===== config.mk =====
export PLATFORM = sky130hd
export DESIGN_NAME = frog_controller
export DESIGN_NICKNAME = d
export VERILOG_FILES = /design/src/rtl/frog_controller.sv
export SDC_FILE = /design/constraint.sdc
export NUM_CORES = 1
export LEC_CHECK = 0
export BUFFER_PORTS_ARGS = -buffer_cell sky130_fd_sc_hd__buf_2
export CORE_MARGIN = 5
export CORE_UTILIZATION = 40
export CTS_BUF_LIST = sky130_fd_sc_hd__clkbuf_4 sky130_fd_sc_hd__clkbuf_8
export DETAILED_ROUTE_END_ITERATION = 10
export PLACE_DENSITY = 0.58
export SLEW_MARGIN = 25
export SYNTH_ARGS = -nofsm -noshare
export SYNTH_HDL_FRONTEND = slang
export SYNTH_SLANG_ARGS = --single-unit
export TNS_END_PERCENT = 100

===== constraint.sdc =====
create_clock -name frame_clk -period 3.3 [get_ports frame_clk]
set_clock_uncertainty 0.1 [all_clocks]
set_input_delay 0.66 -clock frame_clk [delete_from_list [all_inputs] [get_ports frame_clk]]
set_output_delay 0.66 -clock frame_clk [all_outputs]
set_load 0.01 [all_outputs]

===== src/rtl/frog_controller.sv =====
// Frog position, hop, death/respawn, lives and score controller.
// Advances one step per frame_clk edge; all outputs are registered.
module frog_controller #(
  parameter logic [10:0] START_X      = 11'd320,
  parameter logic [10:0] START_Y      = 11'd440,
  parameter logic [10:0] STEP         = 11'd40,
  parameter logic [10:0] X_MAX        = 11'd600,
  parameter logic [10:0] Y_MAX        = 11'd440,
  parameter logic [10:0] GOAL_Y       = 11'd0,
  parameter logic [3:0]  HOP_FRAMES   = 4'd4,
  parameter logic [5:0]  DEATH_FRAMES = 6'd30,
  parameter logic [1:0]  START_LIVES  = 2'd3
) (
  input  logic        frame_clk,
  input  logic        Reset,
  input  logic [7:0]  keycode,
  input  logic        Collision,
  output logic [10:0] Frog_X,
  output logic [10:0] Frog_Y,
  output logic [1:0]  Lives,
  output logic [7:0]  Score,
  output logic        Frog_Dead,
  output logic        Game_Over
);

  typedef enum logic [1:0] {
    ALIVE, COOLDOWN, DEAD, GAME_OVER
  } state_e;

  localparam logic [7:0] K_UP = 8'h1A;
  localparam logic [7:0] K_DN = 8'h16;
  localparam logic [7:0] K_LT = 8'h04;
  localparam logic [7:0] K_RT = 8'h07;

  localparam logic [5:0] HOP_LAST = 6'(HOP_FRAMES - 4'd1);
  localparam logic [5:0] DIE_LAST = DEATH_FRAMES - 6'd1;

  state_e      state_q;
  logic [5:0]  timer_q;
  logic [7:0]  last_key_q;
  logic [10:0] x_q, y_q;
  logic [1:0]  lives_q;
  logic [7:0]  score_q;
  logic        dead_q, over_q;

  logic        key_new;
  logic        hop_up, hop_dn, hop_lt, hop_rt, hop;
  logic        goal;
  logic [10:0] y_up, y_dn, x_lt, x_rt;

  assign y_up = y_q - STEP;
  assign y_dn = y_q + STEP;
  assign x_lt = x_q - STEP;
  assign x_rt = x_q + STEP;

  // Bounds are tested before the update so no move can wrap.
  assign key_new = keycode != last_key_q;
  assign hop_up  = key_new && keycode == K_UP && y_q >= STEP;
  assign hop_dn  = key_new && keycode == K_DN && y_dn <= Y_MAX;
  assign hop_lt  = key_new && keycode == K_LT && x_q >= STEP;
  assign hop_rt  = key_new && keycode == K_RT && x_rt <= X_MAX;
  assign hop     = hop_up | hop_dn | hop_lt | hop_rt;
  assign goal    = hop_up && y_up == GOAL_Y;

  always_ff @(posedge frame_clk or posedge Reset) begin
    if (Reset) begin
      state_q    <= ALIVE;
      timer_q    <= '0;
      last_key_q <= 8'h00;
      x_q        <= START_X;
      y_q        <= START_Y;
      lives_q    <= START_LIVES;
      score_q    <= '0;
      dead_q     <= 1'b0;
      over_q     <= 1'b0;
    end else begin
      last_key_q <= keycode;
      unique case (state_q)
        ALIVE: begin
          if (Collision) begin
            state_q <= DEAD;
            dead_q  <= 1'b1;
            timer_q <= '0;
            lives_q <= lives_q - 2'd1;
          end else if (hop) begin
            state_q <= COOLDOWN;
            timer_q <= '0;
            if (goal) begin
              x_q <= START_X;
              y_q <= START_Y;
              if (score_q != 8'hFF)
                score_q <= score_q + 8'd1;
            end else begin
              unique case (1'b1)
                hop_up: y_q <= y_up;
                hop_dn: y_q <= y_dn;
                hop_lt: x_q <= x_lt;
                hop_rt: x_q <= x_rt;
                default: ;
              endcase
            end
          end
        end
        COOLDOWN: begin
          if (Collision) begin
            state_q <= DEAD;
            dead_q  <= 1'b1;
            timer_q <= '0;
            lives_q <= lives_q - 2'd1;
          end else if (timer_q == HOP_LAST) begin
            state_q <= ALIVE;
          end else begin
            timer_q <= timer_q + 6'd1;
          end
        end
        DEAD: begin
          if (timer_q == DIE_LAST) begin
            dead_q <= 1'b0;
            if (lives_q == 2'd0) begin
              state_q <= GAME_OVER;
              over_q  <= 1'b1;
            end else begin
              state_q <= ALIVE;
              x_q     <= START_X;
              y_q     <= START_Y;
            end
          end else begin
            timer_q <= timer_q + 6'd1;
          end
        end
        GAME_OVER: ;
        default: state_q <= ALIVE;
      endcase
    end
  end

  assign Frog_X    = x_q;
  assign Frog_Y    = y_q;
  assign Lives     = lives_q;
  assign Score     = score_q;
  assign Frog_Dead = dead_q;
  assign Game_Over = over_q;

endmodule


==> results.json, run 1 <==
{
  "outcome": "complete, no violations",
  "netSwitchingFraction_pct": 43.0,
  "cp-start-kind": "register",
  "placement.cell_area_um2": 3460,
  "critical_path_class": "register to register",
  "powerDensity_nw_per_um2": 662,
  "report.power.total_mw": 2.38,
  "cts_hold_repair.buffers": 0,
  "placement_rows": 32,
  "synth_enable_flop_cells": 0,
  "timing.final.crit_period_ns": 3.00,
  "initialDrtViolationCount": 102,
  "timing.final.setup_violations": 0,
  "core_area_um2": 7730,
  "synth_cells": 350,
  "antennaDiodeCount": 0,
  "tritoncts": "yes",
  "placement.io_buffers": 38,
  "die-area_um2": 9850,
  "power.share.clock_pct": 18.1,
  "final_net_count": 416,
  "clkTransAtPathRegs_ns": 0.10,
  "grt_setup_unrepaired": "no",
  "post_drt_wl_per_cell_um": 14.9,
  "dp.final_hpwl_um": 5450,
  "via_per_inst": 5.35,
  "max_freq_ghz": 0.334,
  "vdd_drop_max_mv": 0.358,
  "first_global_vias": 2460,
  "share_seq_of_total_power_pct": 35.3,
  "layout_commonest_cell": "sky130_fd_sc_hd__buf_2",
  "final-max-slew-violation-count": 0,
  "slew_margin_rel_pct": 49.3,
  "timing.hold.worst.class": "input port to async pin",
  "intPower_mw": 1.36,
  "area_growth_pct": 12.9,
  "p_sw_mw": 1.02,
  "netlist-cell-type-count": 63,
  "num_io_pins": 45,
  "synth.ff_latch_count": 44,
  "mostFrequentLayoutCells": "sky130_fd_sc_hd__buf_2, sky130_fd_sc_hd__dfrtp_1, sky130_fd_sc_hd__nor2_1",
  "synth_ff_type": "sky130_fd_sc_hd__dfrtp_1",
  "cts_num_sinks": 44,
  "finalHoldViolations": 0,
  "dr.pass1.iters": 4,
  "required_ns": 3.40,
  "grt_start_max_net_pins": 45,
  "postRouteWirelength_um": 7330,
  "grt_use_total_pct": 15.1,
  "syn_area_per_cell_um2": 9.11,
  "post_synth_instance_area_um2": 3190,
  "async_flop_share_pct": 100,
  "max_slew.worst_pin.slew_ns": 0.760,
  "die-height_um": 99.3,
  "htree_levels": 2,
  "fin_crit_sh_pct": 90.8,
  "fraction_of_layout_instances_using_a_drive_strength_above_1_pct": 23.1,
  "yosysWarnings": 0,
  "finalWeightedCongestion": 0.890,
  "fin_setup_tns_ns": 0,
  "cts-root-to-sink-buffers": 2,
  "cts-root-buf": "sky130_fd_sc_hd__clkbuf_8",
  "clk-insertion-delay-late_ns": 0.30,
  "combPwrFrac_pct": 46.5,
  "ant_nets": 0,
  "setup.worst_path.end_class": "register",
  "grt_pass1_wl_um": 12300,
  "worstPathMaxFanout": 7,
  "number_of_antenna_violations_at_the_first_check_in_global_routing": 0,
  "max_cap_violations": 0,
  "leakage_nw": 1.61,
  "ys_seq_area_share_pct": 34.9,
  "postLayoutCellArea_um2": 3600,
  "timing.critical_path.arrival_ns": 3.09,
  "nFillCells": 761,
  "grt_remaining_overflow": 0,
  "initial_core_utilization_pct": 41.2,
  "post-route-drc-count": 0,
  "width_of_the_die_um": 99.3,
  "num_vias": 2633,
  "numCtsBuffers": 5
}
## area by class of cell
type,instances,area (µm²),share of cell area (%)
clock buffer,5,68.8,1.91
sequential,44,1110,30.9
tap,102,128,3.55
inverter,22,83.8,2.33
multi-input combinational,270,1910,53.1
clock inverter,3,46.3,1.29
timing repair buffer,46,250,6.95
## final timing paths
kind / from / end / slack (ns) / cells after the start
setup / recovery: Frog_X[4] / timer_q[1] / 0.30 / 10
min in group frame_clk: Game_Over / Game_Over / 0.38 / 1
setup reg to reg: Frog_X[4] / timer_q[1] / 0.30 / 10
hold reg to reg: Game_Over / Game_Over / 0.38 / 1
hold / removal: Reset / timer_q[2] / 0.36 / 2
max in group asynchronous: Reset / last_key_q[0] / 2.28 / 2
## critical path: stages (launching register included)
cell and delay, ns:
sky130_fd_sc_hd__dfrtp_1 0.45, sky130_fd_sc_hd__inv_1 0.11, sky130_fd_sc_hd__ha_1 0.32, sky130_fd_sc_hd__nand2b_1 0.08
sky130_fd_sc_hd__a2111oi_1 0.42, sky130_fd_sc_hd__o21ai_1 0.16, sky130_fd_sc_hd__a311oi_4 0.43, sky130_fd_sc_hd__buf_4 0.19
sky130_fd_sc_hd__nor2_2 0.08, sky130_fd_sc_hd__a41oi_2 0.20, sky130_fd_sc_hd__mux2_2 0.36
## synthesized netlist by cell type, types with 6 or more instances
cell	count	area [µm²]
sky130_fd_sc_hd__mux2i_1	7	70.1
sky130_fd_sc_hd__buf_4	7	52.6
sky130_fd_sc_hd__xor2_1	12	105
sky130_fd_sc_hd__nand2b_1	6	37.5
sky130_fd_sc_hd__a21oi_1	6	30.0
sky130_fd_sc_hd__nand2_1	20	75.1
sky130_fd_sc_hd__mux2_2	8	90.1
sky130_fd_sc_hd__a211o_1	7	61.3
sky130_fd_sc_hd__dfstp_2	9	236
sky130_fd_sc_hd__inv_1	22	82.6
sky130_fd_sc_hd__o21ai_0	24	120
sky130_fd_sc_hd__nor2_1	27	101
sky130_fd_sc_hd__clkbuf_1	7	26.3
sky130_fd_sc_hd__nand3_1	11	55.1
sky130_fd_sc_hd__xnor2_1	8	70.1
sky130_fd_sc_hd__nor3_1	23	115
sky130_fd_sc_hd__dfrtp_1	35	876
sky130_fd_sc_hd__nor2b_1	9	56.3
sky130_fd_sc_hd__ha_1	16	200
## sequential cells by signal, summed over array words and instances (netlist names)
signal and count:
Score 8, timer_q 6, Frog_Dead 1, Lives 2, last_key_q 8, Frog_X 8
Game_Over 1, state_q 2, Frog_Y 8
## cell families after synthesis
logic type	synth area share, %
and+or+nand+nor	21.4
AOI/OAI and AO/OA	20.7
DFF	34.9
buffers and inverters	6.01
xor gates and xnor gates	5.50
adders and majority gates	6.28
muxes	5.03
other	0.118
## layer usage
metal | routed length, µm | GRT usage [%] | part of all wire (%)
met5 | 0 | 0 | 0
met4 | 66 | 3.57 | 0.90
met3 | 231 | 2.52 | 3.2
met2 | 3540 | 24.8 | 48
met1 | 3500 | 20.8 | 48
## power by group through the flow
stage,Clock [mW],Sequential [mW],Combinational (mW)
2_1_floorplan,0,0.801,0.862
3_3_place_gp,0,0.849,1.08
3_5_place_dp,0,0.850,1.10
4_1_cts,0.445,0.839,1.10
5_1_grt,0.467,0.864,1.25
6_report,0.432,0.841,1.11
## per-stage QoR
stage          hold slack (ns)  util, %  setup slack (ns)  std cells
3_3_place_gp             0.366     44.8             0.108        482
4_1_cts                  0.371     46.3             0.212        490
6_report                 0.356     46.6             0.303        492
5_1_grt                  0.372     46.6            0.0558        492
2_1_floorplan            0.392        -             0.351        355
3_5_place_dp             0.362     44.8            0.0732        482
## what timing repair did
action / in CTS / in global routing
buffers inserted: 0 / 2
setup endpoints to repair: 0 / 8
gates resized for setup: 0 / 2
(Power assumes the default switching activity.)
==> run 2, diff against run 1 <==
==> constraint.sdc (replaced) <==
create_clock -name frame_clk -period 3.3 [get_ports frame_clk]
set_clock_uncertainty 0.1 [all_clocks]
set_input_delay 0.165 -clock frame_clk [delete_from_list [all_inputs] [get_ports frame_clk]]
set_output_delay 0.165 -clock frame_clk [all_outputs]
set_load 0.01 [all_outputs]
==> run 2 against run 1 <==
Sequential power is 0.8% lower. Global-route usage grew 0.88 points. Sequential share of layout area down 0.86 points. Largest cell class unchanged.
==> results.json, run 2 (synthesized netlist as in run 1, its figures left out) <==
{
  "pre_cts_slack_ns": 0.235,
  "number_of_antenna_violations_at_the_first_check_in_global_routing": 0,
  "timing.final.setup_violations": 0,
  "cts-root-buf": "sky130_fd_sc_hd__clkbuf_8",
  "worstPathMaxFanout": 8,
  "core_area_um2": 7730,
  "placement.cell_area_um2": 3460,
  "dp.final_hpwl_um": 5420,
  "postRouteWirelength_um": 7500,
  "dr.pass1.iters": 4,
  "tritoncts": "yes",
  "vdd_drop_max_mv": 0.349,
  "hold_ws_ns": 0.149,
  "htree_levels": 2,
  "post-route-drc-count": 0,
  "die-height_um": 99.3,
  "powerDensity_nw_per_um2": 645,
  "max_freq_ghz": 0.327,
  "num_io_pins": 45,
  "finalWeightedCongestion": 0.847,
  "fin_setup_tns_ns": 0,
  "slew_margin_rel_pct": 48.0,
  "outcome": "complete, no violations",
  "final_net_count": 426,
  "timing.hold.worst.class": "input port to register",
  "worst_min_delay_path_endpoint": "Lives[0]",
  "max_cap_violations": 0,
  "placement.io_buffers": 38,
  "post-route-worst-setup-slack_ns": 0.239,
  "grt_setup_unrepaired": "no",
  "fraction_of_layout_instances_using_a_drive_strength_above_1_pct": 22.5,
  "timing.critical_path.arrival_ns": 3.15,
  "postLayoutCellArea_um2": 3700,
  "max_slew.worst_pin.slew_ns": 0.779,
  "worstHoldStart": "Collision",
  "placed_cells": 481,
  "via_per_inst": 5.47,
  "finalHoldViolations": 0,
  "reg2reg_slack_ns": 0.24,
  "initialDrtViolationCount": 140,
  "timing.final.crit_period_ns": 3.06,
  "grt_start_max_net_pins": 45,
  "die-area_um2": 9850,
  "grt_remaining_overflow": 0,
  "grt_use_total_pct": 16.0,
  "placement_rows": 32,
  "worstReg2RegStart": "Frog_X[4]",
  "numCtsBuffers": 5,
  "fin_crit_sh_pct": 92.8,
  "cts_num_sinks": 44,
  "fin_cells": 502,
  "final-max-slew-violation-count": 0,
  "leakage_nw": 1.66,
  "num_vias": 2744,
  "mostFrequentLayoutCells": "sky130_fd_sc_hd__buf_2, sky130_fd_sc_hd__dfrtp_1, sky130_fd_sc_hd__nor2_1",
  "required_ns": 3.39,
  "post_drt_wl_per_cell_um": 14.9,
  "r2r-end": "Frog_X[10]",
  "worstRegToRegCells": 10,
  "layout_commonest_cell": "sky130_fd_sc_hd__buf_2",
  "clkTransAtPathRegs_ns": 0.09,
  "width_of_the_die_um": 99.3,
  "cts-root-to-sink-buffers": 2,
  "critical_path_class": "register to register",
  "hold-path-cell-count": 3,
  "grt_pass1_wl_um": 13200,
  "ant_nets": 0,
  "setup.worst_path.end_class": "register",
  "clk-insertion-delay-late_ns": 0.30,
  "antennaDiodeCount": 0,
  "cp-start-kind": "register",
  "first_global_vias": 2734,
  "initial_core_utilization_pct": 41.2,
  "area_growth_pct": 16.1
}
## run 2: what timing repair did
action / CTS / global route
endpoints found under the hold margin: 8 / 35
endpoints found under the setup margin: 0 / 1
hold buffers: 8 / 1
setup buffers: 0 / 4
gates resized for setup: 0 / 0
## run 2: how the worst max path moves through the flow
| stage | from | endpoint | slack, ns | depth (start not counted) |
|---|---|---|---|---|
| after floorplan | Frog_X[3] | timer_q[0] | 0.40 | 10 |
| after global placement | Frog_X[4] | Frog_X[6] | 0.32 | 10 |
| after detailed placement | Frog_X[4] | Frog_X[6] | 0.24 | 10 |
| after CTS | Frog_X[4] | Frog_X[6] | 0.20 | 10 |
| after global routing | Frog_Y[3] | state_q[0] | 0.10 | 10 |
| final | Frog_X[4] | Frog_X[10] | 0.24 | 10 |
## run 2: layout make-up
cell class	instances	area, µm²
Multi-Input combinational cell	270	1900
Tap cell	102	128
Timing Repair Buffer	56	360
Inverter	22	83.8
Sequential cell	44	1110
Fill cell	743	4030
Clock buffer	5	68.8
Clock inverter	3	46.3
## run 2: stage by stage
| step | total power [mW] | util [%] |
|---|---|---|
| floorplan | 1.66 | - |
| global placement | 1.94 | 44.8 |
| detailed placement | 1.95 | 44.8 |
| CTS | 2.40 | 47.4 |
| global route | 2.61 | 47.9 |
| finish | 2.39 | 47.9 |
## run 2: power by group
group	internal [mW]	switching [mW]	leakage (nW)
clock network	0.228	0.206	0.0548
registers	0.667	0.167	0.531
logic	0.468	0.652	1.07
## run 2: critical path, cell delays in order, from the launching register on
cell	delay [ns]
sky130_fd_sc_hd__dfrtp_1	0.45
sky130_fd_sc_hd__inv_1	0.10
sky130_fd_sc_hd__ha_1	0.33
sky130_fd_sc_hd__nand2b_1	0.08
sky130_fd_sc_hd__a2111oi_0	0.44
sky130_fd_sc_hd__o21ai_1	0.16
sky130_fd_sc_hd__a311oi_4	0.39
sky130_fd_sc_hd__buf_4	0.19
sky130_fd_sc_hd__o31ai_2	0.06
sky130_fd_sc_hd__a21o_1	0.32
sky130_fd_sc_hd__a211o_1	0.34
## run 2: metal layers
layer,up-vias,share of wire (%),global-route usage [%]
li1,1353,-,-
met1,1328,47,21.0
met2,56,49,27.1
met3,7,3.8,2.73
met4,0,0.88,4.41
met5,-,0,0
